===== config.mk =====
export PLATFORM = sky130hd
export DESIGN_NAME = mem_port
export DESIGN_NICKNAME = d
export VERILOG_FILES = /design/src/rtl/mem_port_pkg.sv /design/src/rtl/mem_port_byte_lane_merge.sv /design/src/rtl/mem_port.sv
export SDC_FILE = /design/constraint.sdc
export NUM_CORES = 1
export LEC_CHECK = 0
export ABC_AREA = 1
export ABC_CLOCK_PERIOD_IN_PS = 1600
export CORE_MARGIN = 1
export CORE_UTILIZATION = 41
export CTS_CLUSTER_DIAMETER = 40
export DETAILED_ROUTE_END_ITERATION = 8
export MAX_ROUTING_LAYER = met4
export PLACE_DENSITY = 0.86
export SLEW_MARGIN = 20
export SYNTH_ARGS = -nofsm -noshare
export SYNTH_HDL_FRONTEND = slang
export SYNTH_HIERARCHICAL = 1
export SYNTH_SLANG_ARGS = --single-unit

===== constraint.sdc =====
create_clock -name clk -period 1.6 [get_ports clk]
set_input_delay 0.32 -clock clk [delete_from_list [all_inputs] [get_ports clk]]
set_output_delay 0.32 -clock clk [all_outputs]
set_load 0.01 [all_outputs]

===== src/rtl/mem_port_pkg.sv =====
// Shared encodings for the mem_port bus-master sequencer: request opcodes,
// FSM states, MemMode values and address-region codes.
package mem_port_pkg;

  localparam logic [2:0] OP_LW  = 3'b000;
  localparam logic [2:0] OP_LB  = 3'b001;
  localparam logic [2:0] OP_LBU = 3'b010;
  localparam logic [2:0] OP_SW  = 3'b100;
  localparam logic [2:0] OP_SB  = 3'b101;

  localparam logic [1:0] MM_WORD  = 2'b00;
  localparam logic [1:0] MM_SBYTE = 2'b01;
  localparam logic [1:0] MM_UBYTE = 2'b10;

  localparam logic [3:0] REGION_ROM = 4'h0;
  localparam logic [3:0] REGION_RAM = 4'h1;
  localparam logic [3:0] REGION_IO  = 4'hF;

  typedef enum logic [2:0] {
    IDLE   = 3'd0,
    RD     = 3'd1,
    WR     = 3'd2,
    RMW_RD = 3'd3,
    RMW_WR = 3'd4,
    RESP   = 3'd5
  } state_t;

  // MemMode the memory should use while servicing a load opcode
  function automatic logic [1:0] load_mode(input logic [2:0] op);
    case (op)
      OP_LB:   load_mode = MM_SBYTE;
      OP_LBU:  load_mode = MM_UBYTE;
      default: load_mode = MM_WORD;
    endcase
  endfunction

endpackage


===== src/rtl/mem_port_byte_lane_merge.sv =====
// byte_lane_merge: replaces one byte lane of a word with a new byte.
// Used to build the write-back word of a RAM byte store (read-modify-write).
module byte_lane_merge #(
  parameter int WIDTH = 32
) (
  input  logic [WIDTH-1:0] old_word,
  input  logic [7:0]       new_byte,
  input  logic [1:0]       lane,
  output logic [WIDTH-1:0] merged
);

  // keep every lane of the old word except the addressed one
  always_comb begin
    merged = old_word;
    merged[8*lane +: 8] = new_byte;
  end

endmodule


===== src/rtl/mem_port.sv =====
// mem_port: one-at-a-time load/store sequencer driving the external memory.
// Byte stores to RAM are done as read-modify-write because RAM only takes
// whole words; byte stores to I/O are single writes.
// Optional build macro MEMPORT_ALIGN_CHECK_EN: when defined, misaligned
// LW/SW are rejected with resp_err; otherwise their low address bits are
// cleared and the access proceeds.
module mem_port
  import mem_port_pkg::*;
#(
  parameter int WIDTH      = 32,
  parameter int ADDR_WIDTH = 16
) (
  input  logic                  clk,
  input  logic                  reset,
  input  logic                  req_valid,
  output logic                  req_ready,
  input  logic [2:0]            req_op,
  input  logic [ADDR_WIDTH-1:0] req_addr,
  input  logic [WIDTH-1:0]      req_wdata,
  output logic                  resp_valid,
  output logic                  resp_err,
  output logic [WIDTH-1:0]      resp_rdata,
  output logic                  MemWrite,
  output logic [1:0]            MemMode,
  output logic [ADDR_WIDTH-1:0] memAddr,
  output logic [WIDTH-1:0]      memWriteData,
  input  logic [WIDTH-1:0]      memReadData
);

  state_t                state;
  logic                  mem_write_q;
  logic [7:0]            wbyte_q;
  logic [1:0]            lane_q;
  logic [3:0]            region;
  logic                  is_load, is_store, is_word, region_ok, misalign, is_err;
  logic [ADDR_WIDTH-1:0] eff_addr;
  logic [WIDTH-1:0]      merged;

  assign region    = req_addr[ADDR_WIDTH-1 -: 4];
  assign req_ready = (state == IDLE);
  // the write strobe is killed in the very cycle reset is asserted
  assign MemWrite  = mem_write_q & ~reset;

  // decode the incoming request: legality, region checks and effective address
  always_comb begin
    is_load   = (req_op == OP_LW) || (req_op == OP_LB) || (req_op == OP_LBU);
    is_store  = (req_op == OP_SW) || (req_op == OP_SB);
    is_word   = (req_op == OP_LW) || (req_op == OP_SW);
    region_ok = (region == REGION_ROM) || (region == REGION_RAM) || (region == REGION_IO);
    misalign  = 1'b0;
    eff_addr  = req_addr;
`ifdef MEMPORT_ALIGN_CHECK_EN
    misalign  = is_word && (req_addr[1:0] != 2'b00);
`else
    if (is_word) eff_addr[1:0] = 2'b00;
`endif
    is_err = !(is_load || is_store) || !region_ok ||
             (is_store && (region == REGION_ROM)) || misalign;
  end

  byte_lane_merge #(.WIDTH(WIDTH)) u_merge (
    .old_word (memReadData),
    .new_byte (wbyte_q),
    .lane     (lane_q),
    .merged   (merged)
  );

  // sequencer FSM with registered memory-side and response outputs
  always_ff @(posedge clk) begin
    if (reset) begin
      state        <= IDLE;
      mem_write_q  <= 1'b0;
      MemMode      <= MM_WORD;
      memAddr      <= '0;
      memWriteData <= '0;
      resp_valid   <= 1'b0;
      resp_err     <= 1'b0;
      resp_rdata   <= '0;
      wbyte_q      <= '0;
      lane_q       <= '0;
    end else begin
      resp_valid  <= 1'b0;
      mem_write_q <= 1'b0;
      case (state)
        IDLE: begin
          if (req_valid) begin
            memAddr <= eff_addr;
            wbyte_q <= req_wdata[7:0];
            lane_q  <= req_addr[1:0];
            if (is_err) begin
              resp_valid <= 1'b1;
              resp_err   <= 1'b1;
              state      <= RESP;
            end else if (is_load) begin
              MemMode <= load_mode(req_op);
              state   <= RD;
            end else if ((req_op == OP_SW) || (region == REGION_IO)) begin
              mem_write_q  <= 1'b1;
              memWriteData <= (req_op == OP_SW) ? req_wdata
                                                : {{(WIDTH-8){1'b0}}, req_wdata[7:0]};
              state        <= WR;
            end else begin
              MemMode <= MM_WORD;
              state   <= RMW_RD;
            end
          end
        end
        RD: begin
          resp_rdata <= memReadData;
          MemMode    <= MM_WORD;
          resp_valid <= 1'b1;
          resp_err   <= 1'b0;
          state      <= RESP;
        end
        WR: begin
          resp_valid <= 1'b1;
          resp_err   <= 1'b0;
          state      <= RESP;
        end
        RMW_RD: begin
          memWriteData <= merged;
          mem_write_q  <= 1'b1;
          state        <= RMW_WR;
        end
        RMW_WR: begin
          resp_valid <= 1'b1;
          resp_err   <= 1'b0;
          state      <= RESP;
        end
        default: state <= IDLE;
      endcase
    end
  end

endmodule


==> metrics.md, run 1 <==
| Metric | Value |
|---|---|
| Cell type with the largest total area after synthesis | `dfxtp_1` |
| Power density cells | `between 900 and 1000 mW/mm^2` |
| Required time reported for the critical path endpoint | `1.87 ns` |
| Final hold violation count | `0` |
| Final count of negative-setup-slack endpoints | `1` |
| Worst Slack Setup Final | `-0.00424 ns` |
| Antenna diode instance count | `0` |
| Max-slew headroom | `73.0%` |
| CTS tree | `yes` |
| Biggest area contributors in the synthesized netlist | `dfxtp_1 41%, nand2_1 17%, nor2_1 15%` |
| Number of placement rows | `39` |
| Endpoint kind of the worst setup timing path | `register` |
| Total number of clock tree sinks | `98` |
| Crit start category | `register` |
| Number of max-slew violations in the final report | `0` |
| CTS Hold Bufs | `0` |
| Category of the critical setup timing path | `register to register` |
| Global Route Usage Sum | `27.3%` |
| Portion of the post-synthesis area used by sequential elements | `40.5%` |
| Area added between synthesis and finish | `57.0%` |
| Number of cells traversed by the worst hold path | `3` |
| Estimated wirelength of the detail-placed design | `11.5 mm` |
| Maximum number of pins on one net before global-route repair | `43` |
| Failing checks | `negative setup slack` |
| Count of buffers from port buffering | `171` |
| Final worst path period share | `100%` |
| Hold path startpoint | `req_addr[14]` |
| Pwr Total | `7.19 mW` |
| Chip Width | `111 um` |
| DR WL/cell | `15.0 um` |
| Number of antenna violations at the first check in global routing | `0` |
| Async set or reset register ratio after synthesis | `0%` |
| R2R cell count | `11` |
| Syn nets | `between 800 and 900` |
| Worst flop-to-flop path startpoint | `lane_q[0]` |
| Worst min path class | `input port to register` |
| Leakage Power | `between 3 and 4 nW` |
| Mean Syn Cell Area | `6.33 um^2` |
| Synth unique cells | `25` |
| Transition time at the pin with the least slew margin | `0.403 ns` |
| Deepest level of the CTS H-tree | `3` |
| Total Nets Final | `1049` |
| Wire length of the first global-routing pass | `26.4 mm` |
| Cell with the largest stage delay on the worst path | `dfxtp_2` |
| Time the worst path needs with I/O delays and setup | `1.60 ns` |
| Count of flip-flops with a built-in enable after synthesis | `0` |
| Initial DRT Pass Iterations | `6` |
| Synthesized flop and latch total | `98` |
| Setup repair after global routing missed its margin | `true` |
| Total wire length | `~17 mm` |
| Die ar. | `about 0.012 mm^2` |
| Top fanout value on the critical path | `8` |
| Last weighted congestion value of the routability-driven placer | `0.953` |
| Cell area after technology mapping | `between 0.004 and 0.005 mm^2` |
| Initial detailed-routing violation count | `between 400 and 500` |
| Cts bufs inserted | `9` |
| Total congestion overflow after global routing | `0` |
| Initial standard-cell utilization of the core | `42.2%` |
| YS warnings | `6` |
| Main flop type after synthesis | `dfxtp_1` |
| Post-route cell area | `0.00760 mm^2` |
| Hold Slack | `0.339 ns` |
| Crit path largest cell delay | `0.32 ns` |
| Critical Path, Cell by Cell | `inv_2 -> buf_6 -> ha_1 -> inv_2 -> nor2_4 -> nand3_1 -> nand2_1 -> o21ai_1 -> nand3_1 -> nand2_1 -> nor2_1` |
| Post-Route Skew | `0.00772 ns` |
| Arrival time at the worst endpoint | `1.88 ns` |
| Number of remaining DRC errors | `0` |
| Skew-Pair Late Insertion Delay | `0.34 ns` |
| Run status | `finished with violations` |
| Per-cell via count in the routed design | `5.12` |
| R2R Path End | `memWriteData[17]` |
| Clk buf depth | `2` |
| FF-to-FF setup slack | `-0.004 ns` |
| Capture point of the worst path | `memWriteData[17]` |
| Worst setup path startpoint | `lane_q[0]` |
| Highest attainable clock frequency | `between 0.6 and 0.7 GHz` |
| CTS root buffer | `clkbuf_16` |
| Count of boundary I/O pins | `172` |
| Clock transition at the registers of the reported paths | `approximately 0.070 ns` |
| Die span in y | `111 um` |
| Minimum setup slack after placement | `-0.431 ns` |
| Number of vias after detailed routing | `about 5700` |
| Antenna viol nets, final | `0` |
| Area of the core region | `~0.011 mm^2` |
| Vias in the first global route | `roughly 5400` |
| Fraction of synthesized cell area taken by the top area cell type | `40.5%` |
| Share of layout cells above drive strength 1 | `between 10% and 20%` |
| Count leader, synth | `nand2_1` |
| Max-cap check violation count | `0` |
| Area post-placement | `0.00697 mm^2` |
| Post-synthesis cell count | `765` |
| Max VDD drop | `approximately 620 uV` |
| Top cells by count, synth | `215 x nand2_1, 195 x nor2_1, 98 x dfxtp_1` |
| Utilization after layout | `66.3%` |
==> worst min-delay path by stage <==
stage | endpoint | slack (ns)
after floorplan | wbyte_q[2] | 0.45
after global placement | MemMode[1] | 0.45
after detailed placement | MemMode[1] | 0.46
after CTS | MemMode[1] | 0.46
after global routing | memAddr[14] | 0.37
final | memAddr[14] | 0.34
==> power by group <==
part           internal, mW  leakage (nW)  switching [mW]  total [mW]
registers              2.68         0.802           0.141        2.82
logic                 0.969          2.69            1.02        1.99
clock network          1.42         0.159           0.966        2.38
total                  5.06          3.66            2.13        7.19
==> final cells by class <==
class                      count  area [um^2]
clock buffer                  10          239
clock inverter                 6         90.1
fill                         910         3870
inverter                      50          193
multi-input combinational    580         2710
sequential                    98         1970
tap                          143          179
timing repair buffer         219         2230
==> critical path, delay by kind of cell (launching register included) <==
family	cells	cell delay, ns
buf+inv	3	0.26
fa+ha+maj	1	0.15
flops	1	0.32
compound gates	1	0.08
simple gates	6	0.71
==> kinds of logic after synthesis <==
kind of cell,count (synthesis),synth area share [%]
compound gates,79,8.40
flops,98,40.5
fa+ha+maj,5,1.29
simple gates,495,42.0
buf+inv,88,7.75
==> registers in the layout (all words and copies together), names as in the netlist <==
register      count
MemMode           2
lane_q            2
memAddr          16
memWriteData     32
mem_write_q       1
resp_err          1
resp_rdata       32
resp_valid        1
state             3
wbyte_q           8
==> placed cells by master, fill, tap and decap left out, types with 2 or more instances in the layout <==
cell type        count
nor2_1             184
buf_6                7
nand2_4              5
dfxtp_1             95
inv_2                9
nand3b_1             8
inv_1               39
nor2_2              10
nand2_1            202
nor2_4               7
o21ai_0             59
clkinv_4             2
nand3_1             46
a21oi_1             10
o21ai_2              3
buf_12               8
ha_1                 3
clkbuf_16            9
nor3_1               3
buf_4               33
nand3_2              5
clkdlybuf4s50_1    157
nand2_2             12
nand4_1              8
nand3_4              2
o21ai_1              6
dfxtp_2              3
bufinv_16            2
inv_4                2
dlymetal6s2s_1      12
==> timing repair <==
item / CTS / global route
pin swaps: 1 / 21
endpoints found under the setup margin: 37 / 58
cloned: 2 / 0
buffers inserted: 2 / 1
gates resized for setup: 18 / 69
==> metal layers <==
metal / vias up / track usage (%) / wire, um
li1: 2784 / - / -
met1: 2536 / 35.2 / 7130
met2: 277 / 41.9 / 7540
met3: 64 / 4.37 / 1180
met4: 0 / 12.5 / 731
met5: - / - / 0
==> stage by stage <==
stage	cells	TNS (ns)
2_1_floorplan	765	0
3_3_place_gp	1085	-13.84
3_5_place_dp	1085	-16.47
4_1_cts	1105	-0.0257
5_1_grt	1106	-0.584
6_report	1106	-0.00424
(Power assumes the default switching activity.)
==> run 2, diff against run 1 <==
--- a/config.mk
+++ b/config.mk
@@ -6,7 +6,7 @@
 export NUM_CORES = 1
 export LEC_CHECK = 0
 export ABC_AREA = 1
-export ABC_CLOCK_PERIOD_IN_PS = 1600
+export ABC_CLOCK_PERIOD_IN_PS = 1300
 export CORE_MARGIN = 1
 export CORE_UTILIZATION = 41
 export CTS_CLUSTER_DIAMETER = 40
==> constraint.sdc (replaced) <==
create_clock -name clk -period 1.3 [get_ports clk]
set_input_delay 0.26 -clock clk [delete_from_list [all_inputs] [get_ports clk]]
set_output_delay 0.26 -clock clk [all_outputs]
set_load 0.01 [all_outputs]
==> run 2 against run 1 <==
The run still ends with negative setup slack left. Power rose by 32%. Register-to-register slack got worse by 0.34 ns. Critical endpoint is now memWriteData[7]. Die area did not move. Global-route usage rose by 0.56 points. Sequential share of layout area fell by 2.6 points. Design area rose by 11%. Non-clock buffer count rose by 32. Via count rose by 12%. Sequential power rose by 23%. Flip-flop and latch count did not move. First-iteration DRC count rose by 61%.
==> metrics.md, run 2 (same netlist as run 1, synthesis figures left out) <==
| Metric | Value |
|---|---|
| Final worst path period share | `126% (+26 points)` |
| DR WL/cell | `17.5 um (+17%)` |
| Area of the core region | `0.0115 mm^2 (unchanged)` |
| Count of buffers from port buffering | `171 (unchanged)` |
| Clock transition at the registers of the reported paths | `0.08 ns (about the same)` |
| Max-slew headroom | `79.8% (+6.8 points)` |
| CTS Hold Bufs | `0 (unchanged)` |
| Utilization after layout | `73.9% (+7.6 points)` |
| Hold Slack | `0.421 ns (+0.0821 ns)` |
| Fraction of met3 tracks used by global routing | `3.23% (-1.1 points)` |
| Most used routing layer | `met2` |
| Per-cell via count in the routed design | `5.56 (+8.6%)` |
| Post-Route Skew | `0.0118 ns (+0.00412 ns)` |
| Vias in the first global route | `5440 (+0.87%)` |
| Worst setup path startpoint | `lane_q[0]` |
| Critical Path, Cell by Cell | `inv_6 -> ha_4 -> nor2_4 -> buf_12 -> nand4_1 -> nand2_1 -> nand2_1 -> nand2_1 -> nand3b_1 -> nand2_1 -> nor2_1` |
| Initial standard-cell utilization of the core | `42.2% (unchanged)` |
| Failing checks | `negative setup slack` |
| Endpoint kind of the worst setup timing path | `register` |
| Transition time at the pin with the least slew margin | `0.300 ns (-0.103 ns)` |
| Total congestion overflow after global routing | `0 (unchanged)` |
| Estimated wirelength of the detail-placed design | `11.7 mm (+1.8%)` |
| Leakage Power | `4.10 nW (+12%)` |
| Most common library cell in the layout ignoring fill and taps | `nand2_1` |
| Count of boundary I/O pins | `172 (unchanged)` |
| Max-cap check violation count | `0 (unchanged)` |
| Deepest level of the CTS H-tree | `3 (unchanged)` |
| Arrival time at the worst endpoint | `1.94 ns (+0.06 ns)` |
| Number of max-slew violations in the final report | `0 (unchanged)` |
| Registers with the most flip-flops | `memWriteData (32), resp_rdata (32), memAddr (16)` |
| Max VDD drop | `780 uV (+26%)` |
| Share of layout cells above drive strength 1 | `27.3% (+14 points)` |
| Number of antenna violations at the first check in global routing | `0 (unchanged)` |
| Run status | `finished with violations` |
| Clk buf depth | `2 (unchanged)` |
| Last weighted congestion value of the routability-driven placer | `0.949 (-0.43%)` |
| Category of the critical setup timing path | `register to register` |
| Total wire length | `20.0 mm (+21%)` |
| Hold path startpoint | `req_addr[12]` |
| Worst flop-to-flop path startpoint | `lane_q[0]` |
| Minimum setup slack after placement | `-0.612 ns (-0.181 ns)` |
| Number of vias after detailed routing | `6329 (+12%)` |
| Total Nets Final | `1082 (+3.1%)` |
| Maximum number of pins on one net before global-route repair | `41 (-4.7%)` |
| Antenna diode instance count | `0 (unchanged)` |
| Required time reported for the critical path endpoint | `1.60 ns (-0.27 ns)` |
| Most Frequent Cell on Critical Path | `nand2_1` |
| Wire length of the first global-routing pass | `26.7 mm (+1.3%)` |
| Cell count after placement | `1103 (+1.7%)` |
| CTS root buffer | `clkbuf_16` |
| Number of placement rows | `39 (unchanged)` |
| Initial detailed-routing violation count | `716 (+61%)` |
| Highest attainable clock frequency | `0.609 GHz (-2.3%)` |
| Die ar. | `0.0122 mm^2 (unchanged)` |
| CTS tree | `yes` |
| Initial DRT Pass Iterations | `5 (-1)` |
| Time the worst path needs with I/O delays and setup | `1.64 ns (+0.0374 ns)` |
| Cts bufs inserted | `9 (unchanged)` |
| Met2 usage | `44.9% (+3.0 points)` |
| Filler-free cell count of the finished design | `1139 (+3.0%)` |
| Chip Width | `111 um (unchanged)` |
| Setup repair after global routing missed its margin | `true` |
| Fillcell total | `726 (-20%)` |
| Die span in y | `111 um (unchanged)` |
| Area added between synthesis and finish | `75.0%` |
| Worst min path class | `input port to register` |
| Commonest non-fill, non-tap cells in the layout | `179 x nand2_1, 124 x nor2_1, 94 x dfxtp_1, 90 x dlygate4sd2_1, 78 x clkdlybuf4s50_1` |
| Power density cells | `1120 mW/mm^2 (+18%)` |
| Cell with the largest stage delay on the worst path | `dfxtp_4` |
| Crit path largest cell delay | `0.37 ns (+0.05 ns)` |
| Final count of negative-setup-slack endpoints | `95 (+94)` |
| Crit start category | `register` |
| Total number of clock tree sinks | `98 (unchanged)` |
| Skew-Pair Late Insertion Delay | `0.36 ns (+0.02 ns)` |
| Top fanout value on the critical path | `6 (-2)` |
| Global Route Usage Sum | `27.8% (+0.56 points)` |
| Antenna viol nets, final | `0 (unchanged)` |
| Worst Slack Setup Final | `-0.342 ns (-0.337 ns)` |
| Met1 track demand over resource | `35.4% (+0.26 points)` |
| Number of remaining DRC errors | `0 (unchanged)` |
| Final hold violation count | `0 (unchanged)` |
## run 2: final cells by class
class / count / area (um^2) / area share [%]
clock inverters: 5 / 58.8 / 0.694
multi-input cells: 579 / 3260 / 38.4
clock buffers: 11 / 264 / 3.12
repair buffers: 251 / 2490 / 29.4
well taps: 143 / 179 / 2.11
flip-flops and latches: 98 / 1970 / 23.3
inverters: 50 / 221 / 2.61
repair inverters: 2 / 27.5 / 0.325
## run 2: power breakdown
part           internal (mW)  switching [mW]
Sequential              3.29           0.180
Clock                   1.67            1.25
Combinational           1.38            1.70
Total                   6.34            3.13
## run 2: worst paths after layout
check | to | slack, ns | cells past startpoint
max reg2reg | memWriteData[7] | -0.34 | 11
min | memAddr[12] | 0.42 | 3
max | memWriteData[7] | -0.34 | 11
min reg2reg | memWriteData[10] | 0.47 | 2
## run 2: metal layers
| metal | up-vias | share of wire (%) |
|---|---|---|
| li1 | 2871 | - |
| met1 | 2899 | 39 |
| met2 | 439 | 47 |
| met3 | 120 | 8.9 |
| met4 | 0 | 5.6 |
| met5 | - | 0 |
## run 2: metrics by stage
stage / setup TNS [ns] / power, mW / area (um^2)
finish: -21.46 / 9.47 / 8470
global route: -28.15 / 9.80 / 8470
CTS: -14.88 / 8.72 / 7710
detailed placement: -39.75 / 5.87 / 7220
global placement: -37.46 / 5.83 / 7220
floorplan: -2.52 / 4.58 / 4930
## run 2: worst max-delay path, delay by kind of cell (launching register included)
family | cells | cell delay, ns
fa+ha+maj | 1 | 0.27
buf+inv | 2 | 0.17
flops | 1 | 0.37
simple gates | 8 | 0.77
## run 2: repair_timing
item | 4_1_cts | 5_1_grt
setup buffers | 7 | 8
pin swaps | 27 | 70
endpoints found under the hold margin | 0 | 0
gates cloned | 3 | 4
setup endpoints to repair | 165 | 96
gates resized for setup | 153 | 197
